## src/rtl/guess_engine.sv

```systemverilog
// guess_engine: per-round hangman guess checker.
// Loads a 6-letter word plus hint mask, accepts one guess at a time over a
// valid/ready handshake, scans the word one position per cycle, and reports
// hit/miss/dup/bad pulses, wrong-guess count and win/lost levels.
//
// Ports:
//   clk, reset        clock (rising edge), asynchronous active-low reset
//   load              one-cycle pulse: sample word/mask, start a new round
//   word[29:0]        six 5-bit letter codes, position i = word[5i+4:5i]
//   mask[25:0]        hint letters, bit k-1 = letter code k pre-revealed
//   guess_valid       guess offered
//   guess_letter[4:0] guessed letter code
//   guess_ready       engine accepts a guess
//   revealed[5:0]     bit i = position i shown
//   guessed[25:0]     letters already used (hints included)
//   wrong_count[3:0]  wrong guesses so far
//   hit/miss/dup/bad  one-cycle result pulses
//   win_game/lost_game round-over levels
module guess_engine #(
    parameter int unsigned MAX_WRONG = 6
) (
    input  logic        clk,
    input  logic        reset,
    input  logic        load,
    input  logic [29:0] word,
    input  logic [25:0] mask,
    input  logic        guess_valid,
    input  logic [4:0]  guess_letter,
    output logic        guess_ready,
    output logic [5:0]  revealed,
    output logic [25:0] guessed,
    output logic [3:0]  wrong_count,
    output logic        hit,
    output logic        miss,
    output logic        dup,
    output logic        bad,
    output logic        win_game,
    output logic        lost_game
);

    localparam int unsigned N_POS   = 6;
    localparam int unsigned CODE_W  = 5;
    localparam int unsigned N_LET   = 26;
    localparam int unsigned IDX_W   = 3;
    localparam int unsigned WC_W    = 4;
    localparam logic [WC_W-1:0] MAX_W = WC_W'(MAX_WRONG);

    typedef enum logic [2:0] {
        S_IDLE, S_LOAD, S_READY, S_SCAN, S_RESULT, S_WIN, S_LOST
    } state_t;

    // Which kind of result the RESULT state has to report.
    typedef enum logic [1:0] {
        R_SCAN, R_BAD, R_DUP
    } res_t;

    state_t                     state_q;
    res_t                       res_q;
    logic [N_POS*CODE_W-1:0]    word_q;
    logic [CODE_W-1:0]          letter_q;
    logic [IDX_W-1:0]           idx_q;
    logic                       match_q;

    logic [N_POS-1:0]           load_reveal_c;
    logic [CODE_W-1:0]          cur_code_c;
    logic [N_LET-1:0]           guess_hot_c;
    logic [WC_W-1:0]            wrong_inc_c;

    // Codes 1..26 are letters; 0 and 27..31 are blanks / illegal guesses.
    function automatic logic is_letter(input logic [CODE_W-1:0] code);
        return (code >= CODE_W'(1)) && (code <= CODE_W'(N_LET));
    endfunction

    function automatic logic [N_LET-1:0] letter_onehot(input logic [CODE_W-1:0] code);
        return is_letter(code) ? (N_LET'(1) << (code - CODE_W'(1))) : '0;
    endfunction

    // Initial reveal vector and current scan letter from the latched word.
    always_comb begin
        load_reveal_c = '0;
        cur_code_c    = '0;
        for (int i = 0; i < N_POS; i++) begin
            if (is_letter(word_q[i*CODE_W +: CODE_W]))
                load_reveal_c[i] = guessed[word_q[i*CODE_W +: CODE_W] - CODE_W'(1)];
            else
                load_reveal_c[i] = 1'b1;
            if (idx_q == IDX_W'(i))
                cur_code_c = word_q[i*CODE_W +: CODE_W];
        end
    end

    assign guess_hot_c = letter_onehot(guess_letter);
    assign wrong_inc_c = (wrong_count < MAX_W) ? wrong_count + WC_W'(1) : wrong_count;

    // Round FSM with registered outputs.
    always_ff @(posedge clk or negedge reset) begin
        if (!reset) begin
            state_q     <= S_IDLE;
            res_q       <= R_SCAN;
            word_q      <= '0;
            letter_q    <= '0;
            idx_q       <= '0;
            match_q     <= 1'b0;
            guess_ready <= 1'b0;
            revealed    <= '0;
            guessed     <= '0;
            wrong_count <= '0;
            hit         <= 1'b0;
            miss        <= 1'b0;
            dup         <= 1'b0;
            bad         <= 1'b0;
            win_game    <= 1'b0;
            lost_game   <= 1'b0;
        end else begin
            hit  <= 1'b0;
            miss <= 1'b0;
            dup  <= 1'b0;
            bad  <= 1'b0;
            if (load) begin
                // load overrides everything, including a coincident handshake
                state_q     <= S_LOAD;
                word_q      <= word;
                guessed     <= mask;
                revealed    <= '0;
                wrong_count <= '0;
                win_game    <= 1'b0;
                lost_game   <= 1'b0;
                guess_ready <= 1'b0;
                match_q     <= 1'b0;
                idx_q       <= '0;
            end else begin
                case (state_q)
                    S_IDLE: begin
                    end
                    S_LOAD: begin
                        revealed <= load_reveal_c;
                        if (&load_reveal_c) begin
                            state_q  <= S_WIN;
                            win_game <= 1'b1;
                        end else begin
                            state_q     <= S_READY;
                            guess_ready <= 1'b1;
                        end
                    end
                    S_READY: begin
                        if (guess_valid && guess_ready) begin
                            guess_ready <= 1'b0;
                            letter_q    <= guess_letter;
                            if (!is_letter(guess_letter)) begin
                                res_q   <= R_BAD;
                                state_q <= S_RESULT;
                            end else if ((guessed & guess_hot_c) != '0) begin
                                res_q   <= R_DUP;
                                state_q <= S_RESULT;
                            end else begin
                                guessed <= guessed | guess_hot_c;
                                res_q   <= R_SCAN;
                                idx_q   <= '0;
                                match_q <= 1'b0;
                                state_q <= S_SCAN;
                            end
                        end
                    end
                    S_SCAN: begin
                        if (cur_code_c == letter_q) begin
                            revealed[idx_q] <= 1'b1;
                            match_q         <= 1'b1;
                        end
                        if (idx_q == IDX_W'(N_POS - 1))
                            state_q <= S_RESULT;
                        else
                            idx_q <= idx_q + IDX_W'(1);
                    end
                    S_RESULT: begin
                        case (res_q)
                            R_BAD: begin
                                bad         <= 1'b1;
                                guess_ready <= 1'b1;
                                state_q     <= S_READY;
                            end
                            R_DUP: begin
                                dup         <= 1'b1;
                                guess_ready <= 1'b1;
                                state_q     <= S_READY;
                            end
                            default: begin
                                if (match_q) begin
                                    hit <= 1'b1;
                                end else begin
                                    miss        <= 1'b1;
                                    wrong_count <= wrong_inc_c;
                                end
                                if (&revealed) begin
                                    state_q  <= S_WIN;
                                    win_game <= 1'b1;
                                end else if (!match_q && (wrong_inc_c == MAX_W)) begin
                                    state_q   <= S_LOST;
                                    lost_game <= 1'b1;
                                end else begin
                                    state_q     <= S_READY;
                                    guess_ready <= 1'b1;
                                end
                            end
                        endcase
                    end
                    S_WIN, S_LOST: begin
                    end
                    default: state_q <= S_IDLE;
                endcase
            end
        end
    end

endmodule

```

## config.mk

```make
export PLATFORM = sky130hd
export DESIGN_NAME = guess_engine
export DESIGN_NICKNAME = d
export VERILOG_FILES = /design/src/rtl/guess_engine.sv
export SDC_FILE = /design/constraint.sdc
export NUM_CORES = 1
export LEC_CHECK = 0
export ABC_AREA = 1
export CORE_ASPECT_RATIO = 1.1
export CORE_MARGIN = 3
export CORE_UTILIZATION = 50
export CTS_CLUSTER_DIAMETER = 150
export DETAILED_ROUTE_END_ITERATION = 8
export DONT_BUFFER_PORTS = 1
export GPL_ROUTABILITY_DRIVEN = 0
export SLEW_MARGIN = 25
export SYNTH_ARGS = -nofsm -noshare
export SYNTH_HDL_FRONTEND = slang
export SYNTH_SLANG_ARGS = --single-unit
```

## constraint.sdc

```tcl
create_clock -name clk -period 3.45 [get_ports clk]
set_input_delay 0.1725 -clock clk [delete_from_list [all_inputs] [get_ports clk]]
set_output_delay 0.1725 -clock clk [all_outputs]
set_load 0.03 [all_outputs]
```

==> flow_summary.toml, run 1 <==
[outcome]
status = "finished, final reports clean"

[critical_path]
crit_path_end_kind = "register"
worstSetupPathType = "reg2reg"
r2r-start = "word_q[15]"
r2r_end = "guess_ready"
slowest_stage = "dfrtp_1"
start_kind = "register"
r2r_cells = 15
cp.arrival_ns = 3.28
reg2reg_setup_slack_ns = 0.46
crit_required_ns = 3.74
cp_max_fo = 17
cpMostUsedCell = "nand2_1"
slowest_delay_ns = 0.66
cp_cell_sequence = "inv_1 > buf_4 > ha_1 > inv_1 > a211oi_1 > nand3_1 > nand2_1 > nand2_1 > nand3_1 > nand2_1 > nor2_1 > nand3_1 > nand2_1 > nand2_1 > a21oi_1"

[global_routing]
grt_pass1_vias = 7129
grt_max_degree = 88
grt_pass1_wl_um = 38400
grt_usage_pct = 30.1
overflow = 0
antenna_found_initial = 0

[route]
vias = 7729
initialDrtViolationCount = 566
dr.pass1.iters = 5
drc = 0
ant_nets = 0
avgViaCountPerCell = 5.70
wire_per_inst_um = 18.0
drt_wl_total_um = 24400

[sta]
slew_viol_final = 0
setup_viol = 0
holdWs_ns = 0.0400
max_slew.worst_pin.slew_ns = 0.729
finalClockSkew_ns = 0.00918
slew_headroom_pct = 51.2
layout_setup_ws_ns = 0.465
rsz0062_at_grt = "false"
fmax_mhz = 335
hold_viol = 0
final.period_utilization_pct = 86.5
tns_ns = 0
period_needed_ns = 2.99

[min_path]
min_to = "guessed[5]"
hold_path_class = "in2reg"
hold_depth = 4
min_from = "mask[5]"

[logic_synthesis]
yosysMostFrequentCell = "nand2_1"
ys_seq_area_share_pct = 29.3
yosys-top-cells-area = "dfrtp_1 (29%), nand2_1 (18%), nand3_1 (11%), inv_1 (5.8%), o21ai_0 (5.3%)"
synth_flop_cell = "dfrtp_1"
synth-edff-count = 0
synth_area_um2 = 7430
synth_fp_nets = 1235
synth_area_per_cell_um2 = 6.50
synth_top_area_cell = "dfrtp_1"
synth_seq_cells = 87
yosys_warnings = 0
synthDistinctLibCells = 40
synth_top_area_share_pct = 29.3
ys_async_sr_fraction_pct = 100
synth_cells = 1144
synth_common_cells = "nand2_1 (363), nand3_1 (156), inv_1 (115), dfrtp_1 (87), o21ai_0 (78)"

[cts]
cts_root_buffer = "clkbuf_16"
cts.clk_slew.worst_paths_ns = 0.07
clock_sinks = 87
clockBufferDepth = 2
cts_tree = "done"
h-tree-depth = 3
worstSkewPairLatency_ns = 0.36
cts_inserted_buffers = 9

[floorplan]
die_x_um = 122
pin_count = 108
fp.dieH_um = 134
start_util_pct = 51.2
dieArea_um2 = 16400
core_area_um2 = 14500
rows = 46

[power]
p_leak_nw = 4.00
power_density_nw_per_um2 = 706
ir_drop_uv = 335
power_w = 0.00581

[layout]
layout-drive-gt1-share_pct = 6.19
fillers = 1470
final_net_count = 1249
fin_cells = 1355
area_delta_synth_final_pct = 10.8
diodes = 0

[place]
dp_hpwl_um = 17500
dp_slack_ns = 0.530
place_inst = 1300
port-buffer-count = 0

[job]
drv_cap = 0
[metal layers]
layer  share of wire (%)  vias to the layer above  global-route usage, %
met1                  44                     3527                   41.6
met4                 4.2                        0                   13.8
met2                  45                      315                   46.3
met3                 7.1                       65                   4.64
li1                    -                     3822                      -
met5                   0                        -                      0
[through the flow]
| step | util [%] | area (um2) |
|---|---|---|
| after floorplan | - | 7430 |
| after global placement | 51.7 | 7500 |
| after detailed placement | 51.7 | 7500 |
| after CTS | 56.7 | 8230 |
| after global routing | 56.7 | 8230 |
| final | 56.7 | 8230 |
[flip-flops by register name, summed over array words and instances (netlist names)]
name / cells
guessed: 26
match_q: 1
letter_q: 5
guess_ready: 1
word_q: 30
idx_q: 3
wrong_count: 4
bad: 1
dup: 1
win_game: 1
miss: 1
revealed: 6
lost_game: 1
res_q: 2
state_q: 3
hit: 1
[layout make-up]
| class | instances | area, um2 | area share [%] |
|---|---|---|---|
| Multi-Input combinational cell | 882 | 4520 | 54.9 |
| Tap cell | 192 | 240 | 2.92 |
| Timing Repair Buffer | 48 | 498 | 6.05 |
| Clock inverter | 7 | 85.1 | 1.03 |
| Inverter | 130 | 488 | 5.93 |
| Clock buffer | 9 | 225 | 2.74 |
| Sequential cell | 87 | 2180 | 26.5 |
[timing repair]
action	4_1_cts	5_1_grt
hold buffers	39	0
buffers inserted	0	0
gates resized for setup	0	0
endpoints found under the hold margin	130	0
[worst max-delay path by stage]
stage	to	cells past startpoint	startpoint
after floorplan	guess_ready	18	word_q[0]
after CTS	guess_ready	15	word_q[15]
after detailed placement	guess_ready	15	word_q[15]
after global routing	guess_ready	15	word_q[15]
after global placement	guess_ready	15	word_q[15]
final	guess_ready	15	word_q[15]
[cells in the final DEF, fill, tap and decap left out, types with 3 or more instances in the layout]
cell type / instances
a21oi_1: 33
nand2_4: 3
dfrtp_1: 87
inv_1: 115
nor3_1: 8
nor2_1: 64
a31oi_1: 22
o21bai_1: 3
a211oi_1: 7
xor2_1: 13
nand2_2: 3
buf_4: 8
inv_2: 5
xnor2_1: 6
o21ai_1: 5
o21ai_0: 78
ha_1: 26
o22ai_1: 4
o21ai_2: 23
clkbuf_16: 9
nand4_1: 16
nand2_1: 363
o211ai_1: 29
a22o_1: 3
clkinv_1: 10
nor2_4: 5
nand3_1: 156
dlygate4sd3_1: 37
[power breakdown]
group | internal [W] | switching, W
logic | 0.000839 | 0.00178
clock network | 0.000577 | 0.000473
registers | 0.00131 | 0.000831
total | 0.00272 | 0.00309
[critical path: cells and delay by family (launching register included)]
kind / cells / cell delay (ns)
simple gates: 9 / 1.01
flops: 1 / 0.66
buf+inv: 3 / 0.46
fa+ha+maj: 1 / 0.43
compound gates: 2 / 0.39
[kinds of logic (layout without fill, tap and decap cells)]
kind of cell    after synthesis  count (layout)  share of synthesized area, %
compound gates              211             211                          17.6
xor+xnor                     19              19                          2.24
fa+ha+maj                    26              26                          4.38
buf+inv                     175             194                          9.92
flops                        87              87                          29.3
simple gates                626             626                          36.6
(Power assumes the default switching activity.)
==> run 2: changes to the inputs <==
--- a/config.mk
+++ b/config.mk
@@ -5,7 +5,6 @@
 export SDC_FILE = /design/constraint.sdc
 export NUM_CORES = 1
 export LEC_CHECK = 0
-export ABC_AREA = 1
 export CORE_ASPECT_RATIO = 1.1
 export CORE_MARGIN = 3
 export CORE_UTILIZATION = 50
==> flow_summary.toml, run 2 <==
[sta]
slew_headroom_pct = 37.3
slew_viol_final = 0
finalClockSkew_ns = 0.00930
final.period_utilization_pct = 93.1
period_needed_ns = 3.21
hold_viol = 0
rsz0062_at_grt = "false"
tns_ns = 0
max_slew.worst_pin.slew_ns = 0.933
setup_viol = 0
fmax_mhz = 311

[cts]
h-tree-depth = 3
cts.clk_slew.worst_paths_ns = 0.07
cts_tree = "done"
cts_inserted_buffers = 9
clockBufferDepth = 2
worstSkewPairLatency_ns = 0.36
cts_root_buffer = "clkbuf_16"
clock_sinks = 87

[layout]
final_net_count = 911
seqCellArea_um2 = 2180
layout_common_cells = "dfrtp_1 (87), nor2_1 (71), nand2_1 (65), dlygate4sd3_1 (63), inv_1 (59)"
multiInputGateArea_um2 = 4440
fillers = 1270
fin_cells = 1013
layout-drive-gt1-share_pct = 12.1
area_delta_synth_final_pct = 15.1
largest_reg_flops = 30
regMostFlops = "word_q"
final_common_cell = "dfrtp_1"
largest_registers = "word_q (30), guessed (26), revealed (6)"
diodes = 0

[logic_synthesis]
synth_flop_cell = "dfrtp_1"
synthDistinctLibCells = 73
ys_async_sr_fraction_pct = 100
yosysMostFrequentCell = "dfrtp_1"
ys_seq_area_share_pct = 30.7
synth_seq_cells = 87
synth-edff-count = 0
yosys_warnings = 0
synth_cells = 791
synth_area_um2 = 7090
synth_area_per_cell_um2 = 8.96
yosys-top-cells-area = "dfrtp_1 (31%), mux4_2 (11%), ha_1 (4.6%), mux2i_1 (4.0%), nor2_1 (3.8%)"
synth_fp_nets = 882
synth_top_area_share_pct = 30.7
synth_common_cells = "dfrtp_1 (87), nor2_1 (71), nand2_1 (65), inv_1 (59), a21oi_1 (51)"
synth_top_area_cell = "dfrtp_1"

[floorplan]
fp.dieH_um = 131
pin_count = 108
rows = 45
core_area_um2 = 13900
die_x_um = 120
dieArea_um2 = 15600
start_util_pct = 51.2

[route]
wire_per_inst_um = 21.8
wl_met3_um = 1860
initialDrtViolationCount = 752
wl_met1_um = 9030
ant_nets = 0
drt_wl_total_um = 22100
dr.pass1.iters = 5
drc = 0
vias = 6502
routed.top_layer = "met4"
avgViaCountPerCell = 6.42
routed-wl-met2_um = 10500

[place]
place_inst = 932
port-buffer-count = 0
dp_hpwl_um = 14400

[power]
ir_drop_uv = 256
power.switching_w = 0.00133
share_comb_of_total_power_pct = 30.2
seqPwrFrac_pct = 40.7
clkPwrFrac_pct = 29.1
p_leak_nw = 3.33
p_int_w = 0.00225
power_density_nw_per_um2 = 438
swShare_pct = 37.1

[critical_path]
cp.arrival_ns = 3.46
start_kind = "register"
cp_max_fo = 7
worstSetupPathType = "reg2reg"
crit_required_ns = 3.70
crit_path_end_kind = "register"

[job]
drv_cap = 0

[min_path]
hold_path_class = "in2reg"

[global_routing]
overflow = 0
grt_usage_pct = 28.5
grt_max_degree = 101
antenna_found_initial = 0
grt_pass1_vias = 6214
grt_pass1_wl_um = 34600

[outcome]
status = "finished, final reports clean"
run 2: cell types whose count changed after synthesis, moves of 23 or more:
cell and delta:
o21ai_2 -23, o21ai_0 -33, nand2_1 -298, mux4_2 +36
inv_1 -56, nand3_1 -149, mux2i_1 +28
run 2: cell families after synthesis:
group	count (synthesis)	synth area share, %
fa+ha+maj	26	4.59
xor+xnor	12	1.48
buf+inv	119	6.78
simple gates	246	17.6
compound gates	215	20.0
flops	87	30.7
mux	86	18.9
run 2: final timing paths:
path                       startpoint     endpoint  slack, ns  depth (start not counted)
max                        word_q[26]  guess_ready       0.24                          9
min                              load  guessed[22]      0.008                          2
max reg2reg                word_q[26]  guess_ready       0.24                          9
min reg2reg                   match_q         miss       0.48                          1
max in group asynchronous       reset    word_q[3]       2.73                          2
min in group asynchronous       reset         miss       0.39                          2
run 2: final cells by class:
type,count,share of cell area [%]
clock buffer,11,2.98
multi-input combinational,585,54.4
clock inverter,5,0.798
sequential,87,26.7
inverter,60,2.76
tap,188,2.88
timing repair buffer,77,9.51
run 2: worst max-delay path: stages, from the launching register on:
cell and delay (ns):
dfrtp_1 0.47, inv_1 0.12, ha_1 0.45, mux4_2 0.23, nor4bb_1 0.27, a21oi_1 0.08, a41oi_1 0.41, nand4_1 0.26
or4_4 0.57, a22o_2 0.24
run 2: power groups by stage:
| stage | sequential, W | combinational, W | clock, W |
|---|---|---|---|
| after floorplan | 0.00134 | 0.000840 | 0 |
| after global placement | 0.00146 | 0.000934 | 0 |
| after detailed placement | 0.00146 | 0.000956 | 0 |
| after CTS | 0.00144 | 0.00107 | 0.00105 |
| after global routing | 0.00147 | 0.00119 | 0.00110 |
| final | 0.00145 | 0.00108 | 0.00104 |
run 2: through the flow:
stage	util [%]	power, W	hold WS, ns	area (um2)	setup WS (ns)
after detailed placement	51.7	0.00242	-0.120	7160	0.136
after global placement	51.7	0.00239	-0.121	7160	0.216
after floorplan	-	0.00218	-0.123	7090	0.467
after global routing	58.9	0.00375	0.00988	8160	0.0543
after CTS	58.9	0.00356	0.00224	8150	0.109
final	58.9	0.00357	0.00827	8160	0.238
run 2: metal layers:
layer,GRT usage (%),vias up
met2,46.8,294
met1,37.0,3179
met4,11.2,0
met5,0,-
li1,-,2974
met3,6.59,55
run 2: repair_timing:
action	CTS	global route
hold buffers	65	0
setup buffers	0	0
endpoints found under the hold margin	165	0
resized for setup	0	2
setup endpoints to repair	0	7
